===== src/rtl/zilla_fetch_redirect.sv =====
// zilla_fetch_redirect: fetch PC owner sitting between the branch resolver and
// the instruction-memory req/gnt port. It advances the PC on granted fetches,
// applies redirects without dropping a request that is already on the bus, and
// raises flush_o for FLUSH_DEPTH cycles per accepted redirect.
//
// Optional feature macro: ZILLA_MISALIGN_TRAP_EN
//   defined   : a target with branch_pc[1:0] != 0 is refused and reported
//               through misalign_err_o / misalign_addr_o
//   undefined : branch_pc[1:0] is forced to 00, misalign outputs tied low
//
// state      | meaning
// -----------+-----------------------------------------------------------
// BOOT       | first cycle after reset, no request issued
// RUN        | normal fetch, request = !stall_en
// HOLD_REDIR | redirect accepted while a request waits for its grant;
//            | address held until the grant, then target applied

module zilla_fetch_redirect #(
  parameter int                     PC_WIDTH    = 32,
  parameter logic [PC_WIDTH-1:0]    RESET_PC    = '0,
  parameter int                     FLUSH_DEPTH = 2
) (
  input  logic                fr_clk,
  input  logic                fr_rst,
  input  logic                stall_en,
  input  logic                branch_en,
  input  logic [PC_WIDTH-1:0] branch_pc,
  output logic                if_req_o,
  output logic [PC_WIDTH-1:0] if_addr_o,
  input  logic                if_gnt_i,
  output logic [PC_WIDTH-1:0] pc_o,
  output logic                flush_o,
  output logic                misalign_err_o,
  output logic [PC_WIDTH-1:0] misalign_addr_o
);

  typedef enum logic [1:0] {
    BOOT       = 2'd0,
    RUN        = 2'd1,
    HOLD_REDIR = 2'd2
  } state_t;

  localparam logic [2:0]          FLUSH_LOAD = 3'(FLUSH_DEPTH);
  localparam logic [PC_WIDTH-1:0] PC_STEP    = PC_WIDTH'(4);

  state_t              state, state_nxt;
  logic [PC_WIDTH-1:0] addr_q;
  logic [PC_WIDTH-1:0] pc_q;
  logic [PC_WIDTH-1:0] redir_pc;
  logic [PC_WIDTH-1:0] redir_target;
  logic [2:0]          flush_cnt, flush_cnt_nxt;
  logic                flush_q;
  logic                misaligned;
  logic                branch_ok;
  logic                redir_accept;
  logic                fire;

`ifdef ZILLA_MISALIGN_TRAP_EN
  logic                trap;
  logic                err_q;
  logic [PC_WIDTH-1:0] err_addr_q;

  assign misaligned   = (branch_pc[1:0] != 2'b00);
  assign redir_target = branch_pc;
`else
  logic unused_low_bits;

  assign unused_low_bits = ^branch_pc[1:0];
  assign misaligned      = 1'b0;
  assign redir_target    = {branch_pc[PC_WIDTH-1:2], 2'b00};
`endif

  // Redirects are only taken in RUN; in HOLD_REDIR a redirect is already owed
  // and anything the resolver sends then comes from a wrong-path instruction.
  always_comb begin
    branch_ok    = branch_en && (flush_cnt == 3'd0) && !stall_en && (state == RUN);
    redir_accept = branch_ok && !misaligned;
    fire         = if_req_o && if_gnt_i;
  end

  // State register
  always_ff @(posedge fr_clk or posedge fr_rst) begin
    if (fr_rst) state <= BOOT;
    else        state <= state_nxt;
  end

  // Next-state logic
  always_comb begin
    state_nxt = state;
    case (state)
      BOOT:       state_nxt = RUN;
      RUN:        if (redir_accept && if_req_o && !if_gnt_i) state_nxt = HOLD_REDIR;
      HOLD_REDIR: if (if_gnt_i) state_nxt = RUN;
      default:    state_nxt = BOOT;
    endcase
  end

  // Request decode: a held request stays on the bus even under stall
  always_comb begin
    if_req_o = 1'b0;
    case (state)
      RUN:        if_req_o = !stall_en;
      HOLD_REDIR: if_req_o = 1'b1;
      default:    if_req_o = 1'b0;
    endcase
  end

  // Fetch address, granted PC and pending redirect target
  always_ff @(posedge fr_clk or posedge fr_rst) begin
    if (fr_rst) begin
      addr_q   <= RESET_PC;
      pc_q     <= RESET_PC;
      redir_pc <= '0;
    end else begin
      if (fire) pc_q <= addr_q;
      case (state)
        RUN: begin
          if (redir_accept) begin
            redir_pc <= redir_target;
            if (!if_req_o || if_gnt_i) addr_q <= redir_target;
          end else if (fire) begin
            addr_q <= addr_q + PC_STEP;
          end
        end
        HOLD_REDIR: if (if_gnt_i) addr_q <= redir_pc;
        default: ;
      endcase
    end
  end

  // Flush counter: loaded on accept, drains every cycle regardless of stall
  always_comb begin
    flush_cnt_nxt = flush_cnt;
    if (redir_accept)            flush_cnt_nxt = FLUSH_LOAD;
    else if (flush_cnt != 3'd0)  flush_cnt_nxt = flush_cnt - 3'd1;
  end

  // Flush counter and registered flush flag
  always_ff @(posedge fr_clk or posedge fr_rst) begin
    if (fr_rst) begin
      flush_cnt <= 3'd0;
      flush_q   <= 1'b0;
    end else begin
      flush_cnt <= flush_cnt_nxt;
      flush_q   <= (flush_cnt_nxt != 3'd0);
    end
  end

`ifdef ZILLA_MISALIGN_TRAP_EN
  assign trap = branch_ok && misaligned;

  // Misaligned-target report: one-cycle pulse, address kept until next trap
  always_ff @(posedge fr_clk or posedge fr_rst) begin
    if (fr_rst) begin
      err_q      <= 1'b0;
      err_addr_q <= '0;
    end else begin
      err_q <= trap;
      if (trap) err_addr_q <= branch_pc;
    end
  end

  assign misalign_err_o  = err_q;
  assign misalign_addr_o = err_addr_q;
`else
  assign misalign_err_o  = 1'b0;
  assign misalign_addr_o = '0;
`endif

  assign if_addr_o = addr_q;
  assign pc_o      = pc_q;
  assign flush_o   = flush_q;

endmodule


===== config.mk =====
export PLATFORM = sky130hd
export DESIGN_NAME = zilla_fetch_redirect
export DESIGN_NICKNAME = d
export VERILOG_FILES = /design/src/rtl/zilla_fetch_redirect.sv
export SDC_FILE = /design/constraint.sdc
export NUM_CORES = 1
export LEC_CHECK = 0
export ABC_CLOCK_PERIOD_IN_PS = 2900
export BUFFER_PORTS_ARGS = -buffer_cell sky130_fd_sc_hd__buf_2
export CAP_MARGIN = 10
export CORE_ASPECT_RATIO = 1.25
export CORE_MARGIN = 4
export CORE_UTILIZATION = 40
export DETAILED_ROUTE_END_ITERATION = 10
export GPL_TIMING_DRIVEN = 0
export PLACE_DENSITY = 0.66
export SLEW_MARGIN = 15
export SYNTH_ARGS = -nofsm -noshare
export SYNTH_HDL_FRONTEND = slang
export SYNTH_SLANG_ARGS = --single-unit

===== constraint.sdc =====
create_clock -name fr_clk -period 2.9 [get_ports fr_clk]
set_clock_uncertainty 0.2 [all_clocks]
set_input_delay 0.29 -clock fr_clk [delete_from_list [all_inputs] [get_ports fr_clk]]
set_output_delay 0.29 -clock fr_clk [all_outputs]
set_load 0.005 [all_outputs]

==> impl_metrics.ini, run 1 <==
[synth]
synth_edf_count = 0
ys.flop_type = dfrtp_1
ys_seq_elements = 96
yosysUniqueCellTypes = 65
synth_seq_area_share_pct = 46.52
synth.top_cell.area_share_pct = 46.52
netlist_area_mm2 = 0.005164
avgSynthCellArea_um2 = 9.321
synth.most_common_cell = nand2_1
synthTopCellsByCount = nand2_1, dfrtp_1, buf_4
yosys_warnings = 0
ys_async_sr_fraction_pct = 100.0
yosysTopAreaCell = dfrtp_1
synth_area_leaders = dfrtp_1, nand2_1, mux2_2
syn_inst = 554

[detailed_routing]
vias = 4631
drt_iter0_markers = 400
postRouteWirelength_um = 15280
via_per_inst = 5.163
wire_per_inst_um = 17.03
drt_first_pass_iters = 5
ant_nets = 0
drc = 0

[sta]
layout_setup_ws_ps = 180.7
fmax_mhz = 367.7
finalHoldViolations = 1
setup-tns-final_ps = 0
setup_viol = 0
min_period_ps = 2719
tightest_slew_ps = 654.5
post-route-period-util_pct = 93.77
relSlewSlack_pct = 55.96
slew_violations = 0
holdWs_ps = -1.334

[critical_path]
r2r-start = state[0]$_DFFE_PP0P_
critPathKind = flip-flop to flip-flop
cp.required_ps = 2970
rr_worst_depth = 8
critPathCaptureType = flip-flop
r2r-end = if_addr_o[11]$_DFFE_PP0P_
worst_ep_arrival_time_ps = 2790
r2r_slack_ps = 180
critPathMaxFanout = 10
startpoint_type = flip-flop
startpoint = state[0]$_DFFE_PP0P_

[floorplanning]
fp.dieW_um = 109.6
fp.dieArea_mm2 = 0.01480
initial_core_util_pct = 40.78
dieHeight_um = 135.0
core_mm2 = 0.01266
num_rows = 46
io_pins = 136

[final_layout]
instances_no_fill = 897
antenna_cells = 0
design_area_mm2 = 0.006630
area.growth.synth_to_final_pct = 28.40
drive_above_1_share_pct = 29.22
fin_nets = 769
fin_util_pct = 52.36

[power_and_ir_drop]
switching_share_pct = 41.17
power_leakage_nw = 3.276
total_power_mw = 6.494
switchingPower_mw = 2.674
powerDensity_mw_per_mm2 = 979.5
ir_worst_vdd_v = 0.0004045
p_int_mw = 3.820
pwr-share-seq_pct = 37.0
power_frac_comb_pct = 45.1
power_frac_clock_pct = 17.9

[placement]
globalplace.congestion = 0.9222
numPortBuffers = 95
hpwl_um = 11540
dpl_cell_area_mm2 = 0.006048
dp_slack_ps = -151.4
dp.cells = 856

[min_path]
min_path_cells = 3
hp-start = branch_pc[5]
hp-class = input port to flip-flop
holdPathEnd = redir_pc[5]$_DFFE_PP0P_

[status]
violations = hold timing
status = complete, but fails checks

[cts]
path_clk_slew_ps = 70
cts_root_buf = clkbuf_16
cts_buffers = 9
cts_max_level = 3
cts.sinks = 96
clockBufferDepth = 2
clk_latency_ps = 350
cts_tree = done

[grt]
antenna_found_initial = 0
overflow = 0
grt_pass1_wl_um = 24230
track_usage_pct = 21.29
grt_max_degree = 32
grt_pass1_vias = 4314

[job]
maxCapViolCount = 0
-- routing by layer --
metal	GRT usage (%)	vias up	wire length, µm
met5	0	-	0
met4	7.069	0	328
met3	3.156	23	978
met2	34.11	182	7492
met1	29.47	2203	6477
li1	-	2223	-
-- cells by family after synthesis --
kind of cell	synth area share, %
fa+ha+maj	1.939
xor+xnor	1.357
other cells	0.07262
buf+inv	8.989
mux	7.075
compound gates	14.81
flops	46.52
simple gates	19.24
-- flip-flops by register name (all words and copies together), names as in the netlist --
signal     flops
state          2
flush_cnt      3
if_addr_o     30
flush_o        1
pc_o          30
redir_pc      30
-- worst max-delay path, cell delays in order, from the launching register on --
cell and delay (ps):
dfrtp_1 400, inv_1 100, ha_1 400, nor3b_1 460, a31o_2 220, clkbuf_2 270, clkbuf_2 330, a21oi_1 120
a21oi_1 130
-- repair_timing --
item / CTS / global route
resized for setup: 3 / 15
setup buffers: 0 / 0
endpoints found under the setup margin: 13 / 48
endpoints found under the hold margin: 89 / 0
hold buffers: 25 / 0
-- how the worst max path moves through the flow --
| stage | end | slack, ps | depth (start not counted) |
|---|---|---|---|
| after floorplan | pc_o[10]$_DFFE_PP0P_ | 600 | 8 |
| after global placement | if_addr_o[28]$_DFFE_PP0P_ | -140 | 8 |
| after detailed placement | if_addr_o[4]$_DFFE_PP0P_ | -150 | 9 |
| after CTS | if_addr_o[4]$_DFFE_PP0P_ | 4 | 9 |
| after global routing | pc_o[22]$_DFFE_PP0P_ | -2 | 8 |
| final | if_addr_o[11]$_DFFE_PP0P_ | 180 | 8 |
-- layout make-up --
type / instances / area, µm²
multi-input combinational: 411 / 2451
tap: 168 / 210.2
sequential: 96 / 2402
clock inverter: 4 / 27.53
inverter: 12 / 52.55
timing repair buffer: 123 / 785.8
fill: 1233 / 6032
buffer: 71 / 434.2
clock buffer: 12 / 266.5
-- power groups by stage --
stage | logic (mW) | clock network, mW | registers [mW]
CTS | 2.89 | 1.19 | 2.40
finish | 2.93 | 1.16 | 2.40
floorplan | 1.77 | 0 | 2.35
global route | 3.24 | 1.24 | 2.49
detailed placement | 2.83 | 0 | 2.43
global placement | 2.76 | 0 | 2.41
-- placed cells by master, fill, tap and decap left out, drive strengths merged, types with 8 or more instances in the layout --
cell type    count
clkbuf          36
ha               8
inv             10
mux2            28
nand4           10
a21oi           22
dfrtp           96
nor2            25
buf            145
conb            37
dlygate4sd3     25
nand3           29
nand2          118
a31oi            9
o21ai           26
No activity file was read; power rests on OpenSTA's default activity.
==> inputs of run 2 (changes only) <==
==> constraint.sdc (replaced) <==
create_clock -name fr_clk -period 2.9 [get_ports fr_clk]
set_clock_uncertainty 0.2 [all_clocks]
set_input_delay 0.29 -clock fr_clk [delete_from_list [all_inputs] [get_ports fr_clk]]
set_output_delay 0.29 -clock fr_clk [all_outputs]
set_load 0.05 [all_outputs]
==> impl_metrics.ini, run 2 (synthesis results as in run 1) <==
[floorplanning]
dieHeight_um = 135.0
io_pins = 136
fp.dieW_um = 109.6
initial_core_util_pct = 40.78
fp.dieArea_mm2 = 0.01480
num_rows = 46
core_mm2 = 0.01266

[placement]
numPortBuffers = 95
globalplace.congestion = 0.9154
dp_slack_ps = -158.2
hpwl_um = 11620

[detailed_routing]
drc = 0
vias = 4708
drt_first_pass_iters = 5
wire_per_inst_um = 17.48
via_per_inst = 5.254
postRouteWirelength_um = 15660
ant_nets = 0
drt_iter0_markers = 427

[cts]
cts.sinks = 96
postCtsSetupRepairBufs = 0
clk_latency_ps = 340
clockBufferDepth = 2
path_clk_slew_ps = 60
cts_buffers = 9
cts_max_level = 3
cts_tree = done
cts_root_buf = clkbuf_16

[critical_path]
path_common_cell = buf_2
critPathMaxFanout = 10
worst_ep_arrival_time_ps = 2790
startpoint_type = flip-flop
critical-path-top-delay-family = buffers and inverters
cp.required_ps = 2960
critPathCaptureType = flip-flop
critPathKind = flip-flop to flip-flop
worstPathCellList = inv_1 -> ha_1 -> buf_2 -> nand2b_1 -> a31oi_2 -> clkbuf_2 -> buf_2 -> nand2_1 -> o21ai_0
slowest_delay_ps = 480
crit_buf_inv = 4
crit_slowest_cell = a31oi_2

[final_layout]
area.growth.synth_to_final_pct = 28.42
final_common_cell = nand2_1
drive_above_1_share_pct = 28.71
layout_common_cells = nand2_1, buf_2, dfrtp_1
antenna_cells = 0
fin_nets = 769
fin_util_pct = 52.37

[grt]
grt_pass1_wl_um = 24390
grt_pass1_vias = 4384
track_usage_pct = 21.54
grt_max_degree = 37
antenna_found_initial = 0
overflow = 0

[power_and_ir_drop]
power_leakage_nw = 3.281
powerDensity_mw_per_mm2 = 1197
ir_worst_vdd_v = 0.0005734

[sta]
holdWs_ps = 17.28
relSlewSlack_pct = 53.85
layout_setup_ws_ps = 166.9
setup_viol = 0
fmax_mhz = 365.9
min_period_ps = 2733
slew_violations = 0
rsz0062_at_grt = false
tightest_slew_ps = 685.9
finalHoldViolations = 0
post-route-period-util_pct = 94.25

[min_path]
hp-class = input port to flip-flop

[status]
status = finished, final reports clean

[job]
maxCapViolCount = 0
-- run 2: through the flow --
stage	power (mW)	cells	area [µm²]	TNS, ps
floorplan	5.480	590	5306	0
global placement	6.541	853	5992	-957.4
detailed placement	6.649	855	6032	-1477
CTS	7.945	897	6620	0
global route	8.381	896	6631	0
finish	7.937	896	6631	0
-- run 2: final timing paths --
path                       slack (ps)                startpoint  depth (start not counted)                        end
max                               170      state[0]$_DFFE_PP0P_                          9   if_addr_o[5]$_DFFE_PP0P_
min                                20              branch_pc[4]                          3    redir_pc[4]$_DFFE_PP0P_
max reg2reg                       170      state[0]$_DFFE_PP0P_                          9   if_addr_o[5]$_DFFE_PP0P_
min reg2reg                       270  redir_pc[17]$_DFFE_PP0P_                          2   redir_pc[17]$_DFFE_PP0P_
max in group asynchronous        1500                    fr_rst                          4   if_addr_o[8]$_DFFE_PP0P_
min in group asynchronous         400                    fr_rst                          3  if_addr_o[27]$_DFFE_PP0P_
-- run 2: area by class of cell --
| cell class | instances | area [µm²] |
|---|---|---|
| Timing Repair Buffer | 124 | 785.8 |
| Buffer | 70 | 425.4 |
| Multi-Input combinational cell | 411 | 2449 |
| Fill cell | 1225 | 6031 |
| Clock inverter | 3 | 40.04 |
| Sequential cell | 96 | 2402 |
| Clock buffer | 12 | 266.5 |
| Inverter | 12 | 52.55 |
| Tap cell | 168 | 210.2 |
-- run 2: where the power goes --
part	switching, mW	total [mW]	internal, mW
combinational	3.05	4.30	1.25
sequential	0.492	2.41	1.92
clock	0.495	1.23	0.731
total	4.04	7.94	3.90
-- run 2: tightest hold or removal path, stage by stage --
cell and delay [ps]:
buf_2 80, nand3_1 90, nand2_1 70
-- run 2: repair_timing --
| item | CTS | global route |
|---|---|---|
| resized for setup | 3 | 10 |
| setup endpoints to repair | 14 | 62 |
| hold buffers | 27 | 0 |
| cloned | 0 | 0 |
| hold endpoints to repair | 52 | 0 |
-- run 2: per-layer routing --
metal / GRT usage, % / routed length (µm)
met1: 29.39 / 6457
met4: 6.445 / 253
met3: 3.348 / 1203
met5: 0 / 0
met2: 35.23 / 7750
